--- src/rtl/sdp_ram_stream_writer.sv ---
// sdp_ram_stream_writer: fills an sdp_ram write port from a valid/ready stream, starting at a base address and wrapping.
// Optional SDP_WR_BYTE_MASK_EN: forward each beat's s_keep as the write byte mask (otherwise mask is all ones).
`default_nettype none

module sdp_ram_stream_writer #(
   parameter int MEM_ADDR_WIDTH    = 9,
   parameter int MEM_WORD_WIDTH    = 64,
   parameter int MEM_WR_MASK_WIDTH = MEM_WORD_WIDTH / 8
) (
   input  logic                         clk,
   input  logic                         rst_n,
   input  logic                         start,
   input  logic [MEM_ADDR_WIDTH-1:0]    base_addr,
   input  logic [MEM_ADDR_WIDTH:0]      length,
   input  logic [MEM_WORD_WIDTH-1:0]    s_data,
   input  logic [MEM_WR_MASK_WIDTH-1:0] s_keep,
   input  logic                         s_last,
   input  logic                         s_valid,
   output logic                         s_ready,
   output logic [MEM_ADDR_WIDTH-1:0]    wr_addr,
   output logic [MEM_WORD_WIDTH-1:0]    wr_data_in,
   output logic [MEM_WR_MASK_WIDTH-1:0] wr_data_mask,
   output logic                         wr_data_en,
   output logic                         busy,
   output logic                         done,
   output logic [MEM_ADDR_WIDTH:0]      wr_count
);

   typedef enum logic [1:0] {
      ST_IDLE  = 2'd0,
      ST_WRITE = 2'd1,
      ST_DONE  = 2'd2
   } state_t;

   state_t                      state_q, state_d;
   logic [MEM_ADDR_WIDTH-1:0]   addr_q, addr_d;
   logic [MEM_ADDR_WIDTH:0]     len_q, len_d;
   logic [MEM_ADDR_WIDTH:0]     count_q, count_d;
   logic [MEM_ADDR_WIDTH:0]     count_inc;
   logic [MEM_ADDR_WIDTH-1:0]   wr_addr_q, wr_addr_d;
   logic [MEM_WORD_WIDTH-1:0]   wr_data_q, wr_data_d;
   logic                        wr_en_q, wr_en_d;
   logic                        handshake;

   // Ready comes purely from state, so s_valid never reaches s_ready combinationally.
   assign handshake = (state_q == ST_WRITE) && s_valid;
   assign count_inc = count_q + 1'b1;

   always_comb begin
      state_d   = state_q;
      addr_d    = addr_q;
      len_d     = len_q;
      count_d   = count_q;
      wr_addr_d = wr_addr_q;
      wr_data_d = wr_data_q;
      wr_en_d   = 1'b0;
      case (state_q)
         ST_IDLE: begin
            if (start) begin
               count_d = '0;
               if (length != '0) begin
                  addr_d  = base_addr;
                  len_d   = length;
                  state_d = ST_WRITE;
               end else begin
                  state_d = ST_DONE;
               end
            end
         end
         ST_WRITE: begin
            if (handshake) begin
               wr_en_d   = 1'b1;
               wr_addr_d = addr_q;
               wr_data_d = s_data;
               addr_d    = addr_q + 1'b1;
               count_d   = count_inc;
               if ((count_inc == len_q) || s_last) begin
                  state_d = ST_DONE;
               end
            end
         end
         ST_DONE: begin
            state_d = ST_IDLE;
         end
         default: begin
            state_d = ST_IDLE;
         end
      endcase
   end

   always_ff @(posedge clk or negedge rst_n) begin
      if (!rst_n) begin
         state_q   <= ST_IDLE;
         addr_q    <= '0;
         len_q     <= '0;
         count_q   <= '0;
         wr_addr_q <= '0;
         wr_data_q <= '0;
         wr_en_q   <= 1'b0;
      end else begin
         state_q   <= state_d;
         addr_q    <= addr_d;
         len_q     <= len_d;
         count_q   <= count_d;
         wr_addr_q <= wr_addr_d;
         wr_data_q <= wr_data_d;
         wr_en_q   <= wr_en_d;
      end
   end

`ifdef SDP_WR_BYTE_MASK_EN
   logic [MEM_WR_MASK_WIDTH-1:0] wr_mask_q, wr_mask_d;

   always_comb begin
      wr_mask_d = wr_mask_q;
      if (handshake) begin
         wr_mask_d = s_keep;
      end
   end

   always_ff @(posedge clk or negedge rst_n) begin
      if (!rst_n) begin
         wr_mask_q <= '1;
      end else begin
         wr_mask_q <= wr_mask_d;
      end
   end

   assign wr_data_mask = wr_mask_q;
`else
   logic unused_keep;

   assign unused_keep  = ^s_keep;
   assign wr_data_mask = '1;
`endif

   assign s_ready    = (state_q == ST_WRITE);
   assign busy       = (state_q != ST_IDLE);
   assign done       = (state_q == ST_DONE);
   assign wr_addr    = wr_addr_q;
   assign wr_data_in = wr_data_q;
   assign wr_data_en = wr_en_q;
   assign wr_count   = count_q;

endmodule

`default_nettype wire

--- config.mk ---
export PLATFORM = sky130hd
export DESIGN_NAME = sdp_ram_stream_writer
export DESIGN_NICKNAME = d
export VERILOG_FILES = /design/src/rtl/sdp_ram_stream_writer.sv
export SDC_FILE = /design/constraint.sdc
export NUM_CORES = 1
export LEC_CHECK = 0
export CAP_MARGIN = 20
export CELL_PAD_IN_SITES_DETAIL_PLACEMENT = 1
export CELL_PAD_IN_SITES_GLOBAL_PLACEMENT = 2
export CORE_ASPECT_RATIO = 1.2
export CORE_MARGIN = 4
export CORE_UTILIZATION = 24
export DETAILED_ROUTE_END_ITERATION = 8
export PLACE_DENSITY_LB_ADDON = 0.1
export SLEW_MARGIN = 25
export SYNTH_ARGS = -nofsm -noshare
export SYNTH_HDL_FRONTEND = slang
export SYNTH_SLANG_ARGS = --single-unit
--- constraint.sdc ---
create_clock -name clk -period 1.83 [get_ports clk]
set_input_delay 0.2745 -clock clk [delete_from_list [all_inputs] [get_ports clk]]
set_output_delay 0.2745 -clock clk [all_outputs]
set_load 0.005 [all_outputs]
==> flow_summary.yaml <==
run_status:
  status: "completed"
route:
  drt_pre_antenna_iters: 4
  number_of_remaining_drc_errors: 0
  wirelength_um: 14200
  post_drt_wl_per_cell_um: 17.23
  post_drt_via_cell_ratio: 4.350
  dr_total_vias: 3584
  drtIter0Drc: 61
  route.antenna.remaining_nets: 0
worst_setup_path:
  number_of_cells_on_the_worst_reg_to_reg_path: 7
  critical_path_startpoint_category: "register"
  critPathSlowestCell: "sky130_fd_sc_hd__dfrtp_2"
  critical_path_depth: 7
  worst_path_largest_cell_delay_ns: 0.45
  path_max_fanout: 5
  cp-end-kind: "register"
  critical_path_required_ns: 2.05
  critical_path_buf_inv_count: 1
  path_delay_family: "simple AND/OR/NAND/NOR gates"
  worst-endpoint-arrival_ns: 2.04
  critical_path.cell_chain: "buf_6 -> xor2_1 -> xnor2_1 -> nor4_1 -> nand3_1 -> o31ai_4 -> o211ai_1"
  setup.worst_path.class: "register to register"
clocking:
  cts.htree.levels: 3
  clk_latency_ns: 0.35
  tritoncts: "built"
  max-clock-path-buffers: 2
  tritoncts.num_buffers: 9
  cts.sink_count: 105
  clk_pin_slew_ns: 0.08
  clk_root_buffer_cell: "sky130_fd_sc_hd__clkbuf_16"
synthesis:
  synth-simple-area-share_pct: 7.303
  synthDominantAreaCellType: "sky130_fd_sc_hd__dfrtp_1"
  synthArstFlopShare_pct: 100.0
  netlist.area_leader.share_pct: 57.44
  post_synth_xor_xnor_area_pct: 2.872
  synth_mux_area_share_pct: 20.84
  yosysWarnings: 0
  synthAdderAreaFrac_pct: 0.5470
  ys_ff_latch: 105
  synth_flop_cell: "sky130_fd_sc_hd__dfrtp_1"
  syn-instance-count: 358
  combinational_family_with_the_most_area_after_synthesis: "multiplexers"
  synth_cell_type_count: 45
  synth_edf_count: 0
  synth-compound-area-share_pct: 7.221
  seq_area_frac_synth_pct: 57.44
  synth.top_cells.by_area: "sky130_fd_sc_hd__dfrtp_1 57%, sky130_fd_sc_hd__mux2_2 20%, sky130_fd_sc_hd__o21ai_0 2.3%"
  post_syn_area_per_cell_um2: 12.78
  synthesis.area_mm2: 0.004574
die:
  floorplan.die.width_um: 134.0
  placement_rows: 55
  pin_count: 191
  core_area_mm2: 0.01879
  design.die.area_mm2: 0.02134
  die_height_um: 159.2
  start_util_pct: 24.35
placement:
  placement.cell_area_mm2: 0.006834
  placed_cells_incl_taps: 803
  buffer_ports.inserted: 174
  place.gp.congestion: 0.7102
  detailed_place_hpwl_um: 10660
sta:
  setup_viol_count_final: 0
  fmax_ghz: 0.5491
  finalCriticalPeriod_ns: 1.821
  fin_tns_setup_ns: 0
  grt_setup_unrepaired: "yes"
  final-max-slew-violation-count: 0
  finalHoldViolations: 0
  timing.clock.skew_ns: 0.008704
  period_share_pct: 99.52
cells_and_area:
  final_util_pct: 38.76
  finish.instance_area_mm2: 0.007282
  layout_cells_sized_above_1_pct: 27.64
  area_growth_pct: 59.19
  fin_nets: 661
  layout.cells.non_filler: 824
  diodes: 0
global_route:
  grt_pass1_wl_um: 22600
  via_count_of_the_first_global_routing_pass: 4046
  antenna_found_initial: 0
  grt_max_degree: 65
  grt_overflow_total: 0
  track_usage_pct: 13.47
power:
  power.density_mw_per_mm2: 1596
  vdd_drop_max_uv: 661.7
  power.leakage_nw: 3.019
worst_hold_path:
  worst_hold_path_type: "input pin to asynchronous set/reset pin"
flow_run:
  cap_viol_max_count: 0
cells in the final DEF (no fill, tap or decap), drive strengths merged, types with 4 or more instances in the layout:
cell / synthesis / layout
buf: 21 / 39
a21oi: 14 / 14
mux2: 82 / 82
nand2: 16 / 16
dfrtp: 105 / 105
xor2: 4 / 4
o21ai: 22 / 22
nand3: 11 / 11
conb: 1 / 8
nor2: 13 / 13
inv: 6 / 8
clkdlybuf4s50: 0 / 169
xnor2: 11 / 11
o31ai: 6 / 6
clkbuf: 5 / 10
nor4: 4 / 4
and3: 5 / 5
Yosys cell counts (all sizes together) (3+ instances only):
master and count:
a21oi 14, a31oi 3, and3 5, buf 21, clkbuf 5, dfrtp 105
inv 6, mux2 82, mux2i 3, nand2 16, nand3 11, nor2 13
nor3 3, nor4 4, o21ai 22, o31ai 6, xnor2 11, xor2 4
path summary, 6_finish.rpt:
check | startpoint | end | slack (ns)
max reg2reg | wr_count[4] | state_q[0] | 0.009
max | wr_count[4] | state_q[0] | 0.009
min in group clk | base_addr[0] | addr_q[0] | 0.48
max in group asynchronous | rst_n | wr_data_in[46] | 1.01
min | rst_n | wr_addr[0] | 0.26
min reg2reg | wr_addr[6] | wr_addr[6] | 0.49
cell type report:
cell class                      count  area, µm²
Sequential cell                   105       2631
Multi-Input combinational cell    228       1861
Fill cell                        2011      11500
Clock buffer                       10      239.0
Inverter                            6      22.52
Timing Repair Buffer              213       2111
Clock inverter                      6      97.59
Tap cell                          256      320.3
worst reg2reg max path: stages, from the launching register on:
cell,delay [ns]
sky130_fd_sc_hd__dfrtp_2,0.45
sky130_fd_sc_hd__buf_6,0.13
sky130_fd_sc_hd__xor2_1,0.16
sky130_fd_sc_hd__xnor2_1,0.14
sky130_fd_sc_hd__nor4_1,0.28
sky130_fd_sc_hd__nand3_1,0.17
sky130_fd_sc_hd__o31ai_4,0.26
sky130_fd_sc_hd__o211ai_1,0.12
cells by family (layout without fill, tap and decap cells):
group           count (synthesis)  count (layout)
mux                            85              85
simple gates                   64              64
flops                         105             105
xor+xnor                       15              15
compound gates                 54              54
buf+inv                        32             235
fa+ha+maj                       2               2
other cells                     1               8
power by group:
group	switching, W	internal [W]
sequential	0.000697	0.00342
clock	0.000947	0.00126
combinational	0.00196	0.00334
total	0.00360	0.00802
timing repair:
item,4_1_cts,5_1_grt
pin swaps,2,7
buffers inserted,3,1
resized for setup,7,14
setup endpoints to repair,4,5
endpoints found under the hold margin,105,0
hold buffers,1,0
registers in the layout (all words and copies together) (netlist names):
register    flops
wr_data_in     64
wr_data_en      1
state_q         2
len_q          10
wr_count       10
addr_q          9
wr_addr         9
per-stage QoR:
step	power [W]	setup WS, ns	hold WS, ns
after global placement	0.009314	-0.2407	0.08062
after CTS	0.01183	-0.0003184	0.2377
after global routing	0.01246	-0.1046	0.2635
after detailed placement	0.009443	-0.2369	0.08304
after floorplan	0.006370	0.04502	-0.02109
final	0.01162	0.008870	0.2564
layer usage:
metal	vias up	track usage, %	part of all wire [%]	wire length (µm)
met3	10	6.511	9.8	1385
met5	-	0	0	0
met1	1795	15.61	39	5569
li1	1667	-	-	-
met2	112	22.16	50	7085
met4	0	3.889	1.1	157
Power figures use the tool's default switching activity.
